### config.mk
export PLATFORM = sky130hd
export DESIGN_NAME = branch_predict_unit_flat
export DESIGN_NICKNAME = d
export VERILOG_FILES = /design/src/rtl/branch_predict_unit_pkg.sv /design/src/rtl/branch_predict_unit_if.sv /design/src/rtl/branch_predict_unit_btb_entry_array.sv /design/src/rtl/branch_predict_unit.sv /design/src/flat_wrapper.sv
export SDC_FILE = /design/constraint.sdc
export NUM_CORES = 2
export LEC_CHECK = 0
export ABC_CLOCK_PERIOD_IN_PS = 11880
export CORE_ASPECT_RATIO = 0.7
export CORE_UTILIZATION = 50
export DETAILED_ROUTE_END_ITERATION = 8
export GPL_ROUTABILITY_DRIVEN = 0
export PLACE_DENSITY = 0.73
export SLEW_MARGIN = 20
export SYNTH_ARGS = -nofsm -noshare
export SYNTH_HDL_FRONTEND = slang
export SYNTH_HIERARCHICAL = 1
export SYNTH_SLANG_ARGS = --single-unit
export TNS_END_PERCENT = 100
### constraint.sdc
create_clock -name clk -period 11.88 [get_ports clk]
set_clock_uncertainty 0.1 [all_clocks]
set_input_delay 2.376 -clock clk [delete_from_list [all_inputs] [get_ports clk]]
set_output_delay 2.376 -clock clk [all_outputs]
set_load 0.05 [all_outputs]
### src/rtl/branch_predict_unit_pkg.sv
// branch_predict_unit_pkg: BTB geometry, counter encodings and counter update rule
package branch_predict_unit_pkg;
  localparam int BTB_ENTRIES = 16;
  localparam int IDX_W = 4;
  localparam int TAG_W = 26;
  localparam int TGT_W = 30;
  typedef enum logic [1:0] {SNT = 2'b00, WNT = 2'b01, WT = 2'b10, ST = 2'b11} ctr_t;
  // Jumps pin the counter at strongly taken; a fresh branch allocation starts weak
  // in the resolved direction; a same-tag branch saturates up or down.
  function automatic ctr_t ctr_next(ctr_t c, logic hit, logic pdt, logic tk);
    return !pdt ? ST :
           !hit ? (tk ? WT : WNT) :
           tk   ? (c == ST  ? ST  : ctr_t'(c + 2'd1)) :
                  (c == SNT ? SNT : ctr_t'(c - 2'd1));
  endfunction
endpackage

### src/rtl/branch_predict_unit_if.sv
// branch_predict_unit_if: fetch lookup and ID resolve/update signals of the predictor
interface branch_predict_unit_if;
  logic [31:0] pc;
  logic [31:0] pre_npc;
  logic        wpcir;
  logic        flush;
  logic        pre_taken;
  logic        pre_bjpc_is_right;
  logic [31:0] id_pc;
  logic [31:0] id_target;
  logic        id_valid;
  logic        ud_BTB;
  logic        ud_pdt;
  logic        real_taken;
  modport master (
    output pc, wpcir, flush, id_pc, id_target, id_valid, ud_BTB, ud_pdt, real_taken,
    input  pre_npc, pre_taken, pre_bjpc_is_right
  );
  modport slave (
    input  pc, wpcir, flush, id_pc, id_target, id_valid, ud_BTB, ud_pdt, real_taken,
    output pre_npc, pre_taken, pre_bjpc_is_right
  );
endinterface

### src/rtl/branch_predict_unit_btb_entry_array.sv
// btb_entry_array: 16-entry direct-mapped BTB storage with one read port and one write port
module btb_entry_array
  import branch_predict_unit_pkg::*;
(
  input  logic             clk,
  input  logic             rst,
  input  logic [IDX_W-1:0] rd_idx_i,
  output logic             rd_valid_o,
  output logic [TAG_W-1:0] rd_tag_o,
  output logic [TGT_W-1:0] rd_tgt_o,
  output ctr_t             rd_ctr_o,
  input  logic             wr_en_i,
  input  logic [IDX_W-1:0] wr_idx_i,
  input  logic [TAG_W-1:0] wr_tag_i,
  input  logic [TGT_W-1:0] wr_tgt_i,
  input  logic             wr_pdt_i,
  input  logic             wr_taken_i
);
  logic             valid_q [BTB_ENTRIES];
  logic [TAG_W-1:0] tag_q   [BTB_ENTRIES];
  logic [TGT_W-1:0] tgt_q   [BTB_ENTRIES];
  ctr_t             ctr_q   [BTB_ENTRIES];
  logic             wr_hit;
  ctr_t             ctr_d;
  // Read port returns the registered contents, so a same-cycle write is seen next cycle
  assign rd_valid_o = valid_q[rd_idx_i];
  assign rd_tag_o   = tag_q[rd_idx_i];
  assign rd_tgt_o   = tgt_q[rd_idx_i];
  assign rd_ctr_o   = ctr_q[rd_idx_i];
  assign wr_hit     = valid_q[wr_idx_i] && tag_q[wr_idx_i] == wr_tag_i;
  assign ctr_d      = ctr_next(ctr_q[wr_idx_i], wr_hit, wr_pdt_i, wr_taken_i);
  // Reset discards every entry; otherwise the write port allocates or refreshes one entry
  always_ff @(posedge clk) begin
    if (rst) begin
      for (int i = 0; i < BTB_ENTRIES; i++) begin
        valid_q[i] <= 1'b0;
        tag_q[i]   <= '0;
        tgt_q[i]   <= '0;
        ctr_q[i]   <= WNT;
      end
    end else if (wr_en_i) begin
      valid_q[wr_idx_i] <= 1'b1;
      tag_q[wr_idx_i]   <= wr_tag_i;
      tgt_q[wr_idx_i]   <= wr_tgt_i;
      ctr_q[wr_idx_i]   <= ctr_d;
    end
  end
endmodule

### src/rtl/branch_predict_unit.sv
// branch_predict_unit: BTB-based next-PC predictor with ID-stage verification and update
module branch_predict_unit
  import branch_predict_unit_pkg::*;
(
  input  logic                   clk,
  input  logic                   rst,
  branch_predict_unit_if.slave   bp
);
  logic             rd_valid;
  logic [TAG_W-1:0] rd_tag;
  logic [TGT_W-1:0] rd_tgt;
  ctr_t             rd_ctr;
  logic             hit, ptk, match, upd;
  logic             d_hit_q, d_hit_d, d_taken_q, d_taken_d;
  logic [TGT_W-1:0] d_target_q, d_target_d;

  btb_entry_array u_arr (
    .clk        (clk),
    .rst        (rst),
    .rd_idx_i   (bp.pc[5:2]),
    .rd_valid_o (rd_valid),
    .rd_tag_o   (rd_tag),
    .rd_tgt_o   (rd_tgt),
    .rd_ctr_o   (rd_ctr),
    .wr_en_i    (upd),
    .wr_idx_i   (bp.id_pc[5:2]),
    .wr_tag_i   (bp.id_pc[31:6]),
    .wr_tgt_i   (bp.id_target[31:2]),
    .wr_pdt_i   (bp.ud_pdt),
    .wr_taken_i (bp.real_taken)
  );

  // Lookups are suppressed while in reset so the fetch path falls through to pc+4
  assign hit        = ~rst & rd_valid & (rd_tag == bp.pc[31:6]);
  assign ptk        = hit & rd_ctr[1];
  assign bp.pre_npc = ptk ? {rd_tgt, 2'b00} : bp.pc + 32'd4;
  assign upd        = ~rst & bp.id_valid & bp.wpcir & bp.ud_BTB;

  // ID-side capture: hold on stall, bubble on flush, else take the fetch-stage prediction
  always_comb begin
    d_hit_d    = !bp.wpcir ? d_hit_q    : bp.flush ? 1'b0 : hit;
    d_taken_d  = !bp.wpcir ? d_taken_q  : bp.flush ? 1'b0 : ptk;
    d_target_d = !bp.wpcir ? d_target_q : bp.flush ? '0   : rd_tgt;
  end

  // ID-side prediction registers
  always_ff @(posedge clk) begin
    if (rst) begin
      d_hit_q    <= 1'b0;
      d_taken_q  <= 1'b0;
      d_target_q <= '0;
    end else begin
      d_hit_q    <= d_hit_d;
      d_taken_q  <= d_taken_d;
      d_target_q <= d_target_d;
    end
  end

  assign bp.pre_taken         = d_taken_q;
  assign match                = d_hit_q & (d_target_q == bp.id_target[31:2]);
  assign bp.pre_bjpc_is_right = bp.ud_pdt ? (~d_taken_q | match) :
                                bp.ud_BTB ? (d_taken_q & match) : 1'b1;
endmodule

### src/flat_wrapper.sv
// flat-port wrapper written by rule: the top's interface ports become plain ports
module branch_predict_unit_flat import branch_predict_unit_pkg::*;
  (clk, rst, bp_pc, bp_wpcir, bp_flush, bp_id_pc, bp_id_target, bp_id_valid, bp_ud_BTB, bp_ud_pdt, bp_real_taken, bp_pre_npc, bp_pre_taken, bp_pre_bjpc_is_right);
  branch_predict_unit_if bp_i ();
  input  logic clk;
  input  logic rst;
  input wire logic [$bits(bp_i.pc)-1:0] bp_pc;
  input wire logic [$bits(bp_i.wpcir)-1:0] bp_wpcir;
  input wire logic [$bits(bp_i.flush)-1:0] bp_flush;
  input wire logic [$bits(bp_i.id_pc)-1:0] bp_id_pc;
  input wire logic [$bits(bp_i.id_target)-1:0] bp_id_target;
  input wire logic [$bits(bp_i.id_valid)-1:0] bp_id_valid;
  input wire logic [$bits(bp_i.ud_BTB)-1:0] bp_ud_BTB;
  input wire logic [$bits(bp_i.ud_pdt)-1:0] bp_ud_pdt;
  input wire logic [$bits(bp_i.real_taken)-1:0] bp_real_taken;
  output wire logic [$bits(bp_i.pre_npc)-1:0] bp_pre_npc;
  output wire logic [$bits(bp_i.pre_taken)-1:0] bp_pre_taken;
  output wire logic [$bits(bp_i.pre_bjpc_is_right)-1:0] bp_pre_bjpc_is_right;
  assign bp_i.pc = bp_pc;
  assign bp_i.wpcir = bp_wpcir;
  assign bp_i.flush = bp_flush;
  assign bp_i.id_pc = bp_id_pc;
  assign bp_i.id_target = bp_id_target;
  assign bp_i.id_valid = bp_id_valid;
  assign bp_i.ud_BTB = bp_ud_BTB;
  assign bp_i.ud_pdt = bp_ud_pdt;
  assign bp_i.real_taken = bp_real_taken;
  assign bp_pre_npc = bp_i.pre_npc;
  assign bp_pre_taken = bp_i.pre_taken;
  assign bp_pre_bjpc_is_right = bp_i.pre_bjpc_is_right;
  branch_predict_unit u_core (.clk(clk), .rst(rst), .bp(bp_i));
endmodule
# Word level (Yosys, flattened, before mapping)
# Memory sizes are Yosys's and may differ from the RTL's.
# Index checks and enable logic that the tools add are counted.
[word_totals] ff_bits=32 elab_cells=60 memories=4 in_bits=104 mem_bits_rw=944
[classes] addsub=3 muxes=29 n_eq_ne=4 bitwise_logic=11 n_reduce_logical=6
[mem_list] memory="u_core.u_arr.tgt_q" words=16 width=30 read_ports=1 rd_ports_with_merged_regs=0 wr=16 line="branch_predict_unit_btb_entry_array.sv:21" source="logic [TGT_W-1:0] tgt_q [BTB_ENTRIES];"
[mem_list] memory="u_core.u_arr.tag_q" words=16 width=26 read_ports=2 rd_ports_with_merged_regs=0 wr=16 line="branch_predict_unit_btb_entry_array.sv:20" source="logic [TAG_W-1:0] tag_q [BTB_ENTRIES];"
[mem_list] memory="u_core.u_arr.ctr_q" words=16 width=2 read_ports=2 rd_ports_with_merged_regs=0 wr=16 line="branch_predict_unit_btb_entry_array.sv:22" source="ctr_t ctr_q [BTB_ENTRIES];"
[mem_list] memory="u_core.u_arr.valid_q" words=16 width=1 read_ports=2 rd_ports_with_merged_regs=0 wr=16 line="branch_predict_unit_btb_entry_array.sv:19" source="logic valid_q [BTB_ENTRIES];"
[op_table] operator="2-to-1 mux 30 bit" count=2
[op_table] operator="equality test 26 bit" count=2
[op_table] operator="adder 32 x 3 -> 32 bit, second input constant" count=1
[op_table] operator="2-to-1 mux 32 bit" count=1
[op_table] operator="equality test 30 bit" count=1
[op_table] operator="OR reduction 30 bit" count=1
[op_table] operator="2-to-1 mux 26 bit" count=1
[op_table] operator="OR reduction 26 bit" count=1
[op_table] operator="2-to-1 mux 4 bit" count=4
[op_table] operator="2-to-1 mux 1 bit" count=14
[op_table] operator="2-to-1 mux 2 bit" count=7
[op_table] operator="bitwise AND 1 bit" count=8
[op_table] operator="adder 2 x 1 -> 2 bit, second input constant" count=1
[op_table] operator="equality test 2 bit, second input constant" count=1
[op_table] operator="zero test 2 bit" count=1
[op_table] operator="NOT 1 bit" count=2
[op_table] operator="OR reduction 2 bit" count=1
[op_table] operator="subtractor 2 x 1 -> 2 bit, second input constant" count=1
[op_table] operator="logical AND 1 bit" count=1
[op_table] operator="OR 1 bit" count=1
[op_table] operator="OR reduction 1 bit" count=1

# Depth between registers and ports, before layout
[logic_depth] depth_word=9 mapped_depth=15 depth_no_buf=8

# Cells and area by module
# Netlist, hierarchy kept.
[by_module_without_submodules] module="btb_entry_array" instances=1 area_per_inst_um2=46563.4 cells_each=2945 seq_area_each_um2=28187.0
[by_module_without_submodules] module="branch_predict_unit" instances=1 area_per_inst_um2=2798.9 cells_each=347 seq_area_each_um2=640.6

# Worst setup path before layout
# Ideal clock, no wire load.
[synth_path] path_kind="input -> output" startpoint="input port bp_pc[2]" endpoint="output port bp_pre_npc[2]" cell_stages=11 required_time_ps=9404 arrival_time_ps=6509 slack_ps=2895 cell_sequence="clkbuf_1 -> clkbuf_1 -> buf_1 -> mux4_2 -> mux4_2 -> xnor2_1 -> nand4_1 -> nor4_2 -> nand4_1 -> buf_2 -> mux2i_1"
[synth_between] elab_chain_cells=5 word_cells_on_any_way=10 cone_classes="add/sub: 1; eq/ne: 1; mux: 1; bitwise: 3; memory: 4"
[synth_lines] item="from (decl)" line="flat_wrapper.sv:7" source="input wire logic [$bits(bp_i.pc)-1:0] bp_pc;"
[synth_lines] item="memory (16 x 26 bit)"
[synth_lines] item="via u_core.rd_tag[22]" line="branch_predict_unit.sv:10" source="logic [TAG_W-1:0] rd_tag;"
[synth_lines] item="equality test 26 bit" line="branch_predict_unit.sv:34" source="assign hit = ~rst & rd_valid & (rd_tag == bp.pc[31:6]);"
[synth_lines] item="bitwise AND 1 bit" line="branch_predict_unit.sv:34"
[synth_lines] item="bitwise AND 1 bit" line="branch_predict_unit.sv:35" source="assign ptk = hit & rd_ctr[1];"
[synth_lines] item="2-to-1 mux 32 bit" line="branch_predict_unit.sv:36" source="assign bp.pre_npc = ptk ? {rd_tgt, 2'b00} : bp.pc + 32'd4;"
[synth_lines] item="to (decl)" line="flat_wrapper.sv:16" source="output wire logic [$bits(bp_i.pre_npc)-1:0] bp_pre_npc;"
# The timed path passes the listed nets, and every way through them passes these cells.

# Final worst setup path
[layout_path] startpoint="input port bp_pc[2]" endpoint="output port bp_pre_npc[29]"
# The elaborated chain is that of the path after synthesis.

==> metrics.txt <==
# TYPE chip_impl_metric gauge
chip_impl_info{name="status",value="finished clean"} 1
chip_impl_metric{name="drive_gt1_share",unit="%"} 20.82
chip_impl_metric{name="combPwrFrac",unit="%"} 12.0
chip_impl_metric{name="net_sw_power",unit="W"} 0.001950
chip_impl_metric{name="die_h",unit="um"} 264.6
chip_impl_metric{name="pwr-share-seq",unit="%"} 51.4
chip_impl_metric{name="drt.antenna.violating_nets",unit=""} 0
chip_impl_info{name="timing.hold.worst.start",value="u_core/u_arr/valid_q[0]$_DFF_P_"} 1
chip_impl_metric{name="powerDensity",unit="nW/um2"} 143.5
chip_impl_metric{name="net_count_after_synthesis",unit=""} 3392
chip_impl_metric{name="design.portCount",unit=""} 138
chip_impl_metric{name="final_hold_viol_count",unit=""} 0
chip_impl_metric{name="vias_per_cell",unit=""} 6.939
chip_impl_info{name="cts_root_buffer",value="clkbuf_16"} 1
chip_impl_metric{name="width_of_the_die",unit="um"} 377.1
chip_impl_metric{name="cts-buffers-inserted",unit=""} 94
chip_impl_metric{name="setup_viol_count_final",unit=""} 0
chip_impl_metric{name="htree_num_levels",unit=""} 3
chip_impl_metric{name="dpl.hpwl",unit="mm"} 86.09
chip_impl_metric{name="synth.avg_cell_area",unit="um2"} 14.98
chip_impl_metric{name="final.min_clock_period",unit="ns"} 9.786
chip_impl_metric{name="dr_total_vias",unit=""} 31900
chip_impl_metric{name="multi_input_area",unit="um2"} 18900
chip_impl_metric{name="maximum_number_of_buffers_from_clock_root_to_sink",unit=""} 3
chip_impl_metric{name="timing.max_slew.rel_slack",unit="%"} 23.04
chip_impl_info{name="rsz0062_at_grt",value="false"} 1
chip_impl_metric{name="stdcell_area",unit="um2"} 54280
chip_impl_metric{name="final_net_count",unit=""} 3319
chip_impl_metric{name="initialDrtViolationCount",unit=""} 5351
chip_impl_metric{name="clk_pin_slew",unit="ns"} 0.06
chip_impl_metric{name="worstPathMaxFanout",unit=""} 56
chip_impl_metric{name="max_cap_violations",unit=""} 0
chip_impl_metric{name="clock_power_share",unit="%"} 36.7
chip_impl_metric{name="start_util",unit="%"} 50.90
chip_impl_metric{name="first_pass_iters",unit=""} 6
chip_impl_metric{name="grt.overflow.total",unit=""} 0
chip_impl_metric{name="switching_share",unit="%"} 25.04
chip_impl_metric{name="fmax",unit="MHz"} 102.2
chip_impl_metric{name="global_route_wire_length_before_repair",unit="mm"} 216.6
chip_impl_metric{name="layout.cells.non_filler",unit=""} 4598
chip_impl_metric{name="internal_power",unit="W"} 0.005838
chip_impl_metric{name="postCtsSetupRepairBufs",unit=""} 0
chip_impl_metric{name="synthCells",unit=""} 3287
chip_impl_metric{name="critical_path.max_stage_delay",unit="ns"} 0.88
chip_impl_metric{name="first_global_vias",unit=""} 30430
chip_impl_metric{name="avgRoutedWirePerCell",unit="um"} 32.67
chip_impl_metric{name="worstSkewPairLatency",unit="ns"} 0.69
chip_impl_metric{name="tns",unit="ns"} 0
chip_impl_metric{name="worst-endpoint-arrival",unit="ns"} 7.31
chip_impl_metric{name="grt_antenna_before_repair",unit=""} 12
chip_impl_metric{name="grt_start_max_net_pins",unit=""} 117
chip_impl_metric{name="place_area",unit="um2"} 51390
chip_impl_metric{name="setup_slack_after_placement",unit="ns"} 2.199
chip_impl_info{name="cts_tree",value="done"} 1
chip_impl_metric{name="totalWireLength",unit="mm"} 150.2
chip_impl_info{name="r2r_start",value="u_core/u_arr/tag_q[14][6]$_SDFFCE_PN0P_"} 1
chip_impl_metric{name="yosys_warnings",unit=""} 6
chip_impl_metric{name="netlist_area",unit="um2"} 49250
chip_impl_metric{name="floorplan.core_area",unit="um2"} 96760
chip_impl_info{name="timing.hold.worst.class",value="reg -> reg"} 1
chip_impl_metric{name="drt_drc_violations_left",unit=""} 0
chip_impl_metric{name="postCtsResizedCells",unit=""} 0
chip_impl_metric{name="grt_usage",unit="%"} 29.99
chip_impl_metric{name="max_slew.worst_pin.slew",unit="ns"} 1.154
chip_impl_info{name="worst_path_max_delay_cell",value="clkdlybuf4s50_1"} 1
chip_impl_metric{name="worst_slack",unit="ns"} 2.094
chip_impl_info{name="critical_path.cell_chain",value="buf_8 -> buf_4 -> mux4_2 -> mux4_2 -> xor2_1 -> nor4_1 -> nand4_1 -> buf_4 -> mux2_1 -> clkdlybuf4s50_1"} 1
chip_impl_metric{name="clock_sink_count",unit=""} 976
chip_impl_info{name="category_of_the_most_critical_setup_path",value="in -> out"} 1
chip_impl_metric{name="port_buffers",unit=""} 133
chip_impl_metric{name="placed_cells",unit=""} 4426
chip_impl_metric{name="irDropWorstVdd",unit="uV"} 111.6
chip_impl_info{name="crit_end_category",value="output port"} 1
chip_impl_metric{name="power.static_leakage",unit="nW"} 20.86
chip_impl_metric{name="cts_hold_buf",unit=""} 0
chip_impl_metric{name="die_area",unit="um2"} 99780
chip_impl_info{name="setup.worst_path.start_class",value="input port"} 1
chip_impl_metric{name="syn2layout_area_growth",unit="%"} 10.21
chip_impl_metric{name="worst_ep_required_time",unit="ns"} 9.40
chip_impl_info{name="critical_path.startpoint",value="bp_pc[2]"} 1
chip_impl_metric{name="totalPowerFinal",unit="W"} 0.007788
chip_impl_metric{name="row_count",unit=""} 95
chip_impl_metric{name="num-fill-cells",unit=""} 7400
chip_impl_metric{name="fin_crit_sh",unit="%"} 82.37
chip_impl_metric{name="final-seq-area",unit="um2"} 28830
chip_impl_metric{name="timing_max_transition_violations_final",unit=""} 0
==> power groups by stage <==
stage               registers, W  clock network, W  logic, W
finish                   0.00400           0.00285  0.000933
CTS                      0.00400           0.00287  0.000908
detailed placement       0.00407                 0  0.000905
global placement         0.00406                 0  0.000898
global route             0.00401           0.00300  0.000958
floorplan                0.00405                 0  0.000566
==> layout make-up <==
cell class              count  area share, %
well taps                1309          3.017
diodes                      3        0.01383
inverters                  32         0.2213
flip-flops and latches    976          53.11
repair buffers            206          3.554
clock inverters            40         0.5071
clock buffers             128          4.758
multi-input cells        1904          34.82
==> registers in the layout, indices dropped and copies added, names as in the netlist <==
signal	cells
u_core/bp.pre_taken	1
u_core/d_hit_q	1
u_core/d_target_q	30
u_core/u_arr/ctr_q	32
u_core/u_arr/tag_q	416
u_core/u_arr/tgt_q	480
u_core/u_arr/valid_q	16
==> per-layer routing <==
metal  up-vias  GRT usage, %  part of all wire [%]
li1      12840             -                     -
met1     16340         43.63                    38
met2      2421         42.30                    43
met3       294         11.80                    16
met4        18         7.141                   2.5
met5         -             0                 0.076
==> worst paths after layout <==
check                                           end  slack [ns]  cells past startpoint
min                 u_core/u_arr/valid_q[0]$_DFF_P_        0.40                      2
min reg2reg         u_core/u_arr/valid_q[0]$_DFF_P_        0.40                      2
max                                  bp_pre_npc[29]        2.09                     10
max reg2reg  u_core/u_arr/ctr_q[4][1]$_SDFFCE_PN0P_        7.94                      7
==> placed cells by master (no fill, tap or decap), types with 6 or more instances in the layout <==
master,instances
a21oi_1,37
nand2_1,40
a22oi_1,6
nor3_1,16
and2_1,6
clkbuf_1,26
nand2b_4,16
clkdlybuf4s50_1,125
clkbuf_8,6
o2111ai_1,6
inv_1,24
mux2i_1,63
nand4_1,21
xor2_1,52
clkinv_1,20
nor3_2,12
o21ai_1,9
nand3_1,19
clkbuf_16,96
clkinv_2,18
mux4_2,398
nand2b_1,8
dfxtp_1,48
nor2b_1,38
buf_4,72
mux2_2,31
nor4_1,14
xnor2_1,61
o21ai_0,23
nor2_1,149
edfxtp_1,928
and3_1,805
==> stage by stage <==
stage,utilization (%),hold WS [ns]
global route,56.09,0.4054
CTS,56.07,0.3923
detailed placement,53.11,0.3842
floorplan,-,0.3467
global placement,53.11,0.3688
finish,56.10,0.4007
==> critical path, delay by kind of cell <==
family	cells	cell delay [ns]
XOR/XNOR	1	0.21
buffers and inverters	4	2.06
multiplexers	3	1.51
AND/OR/NAND/NOR	2	1.09
Power figures use the tool's default switching activity.
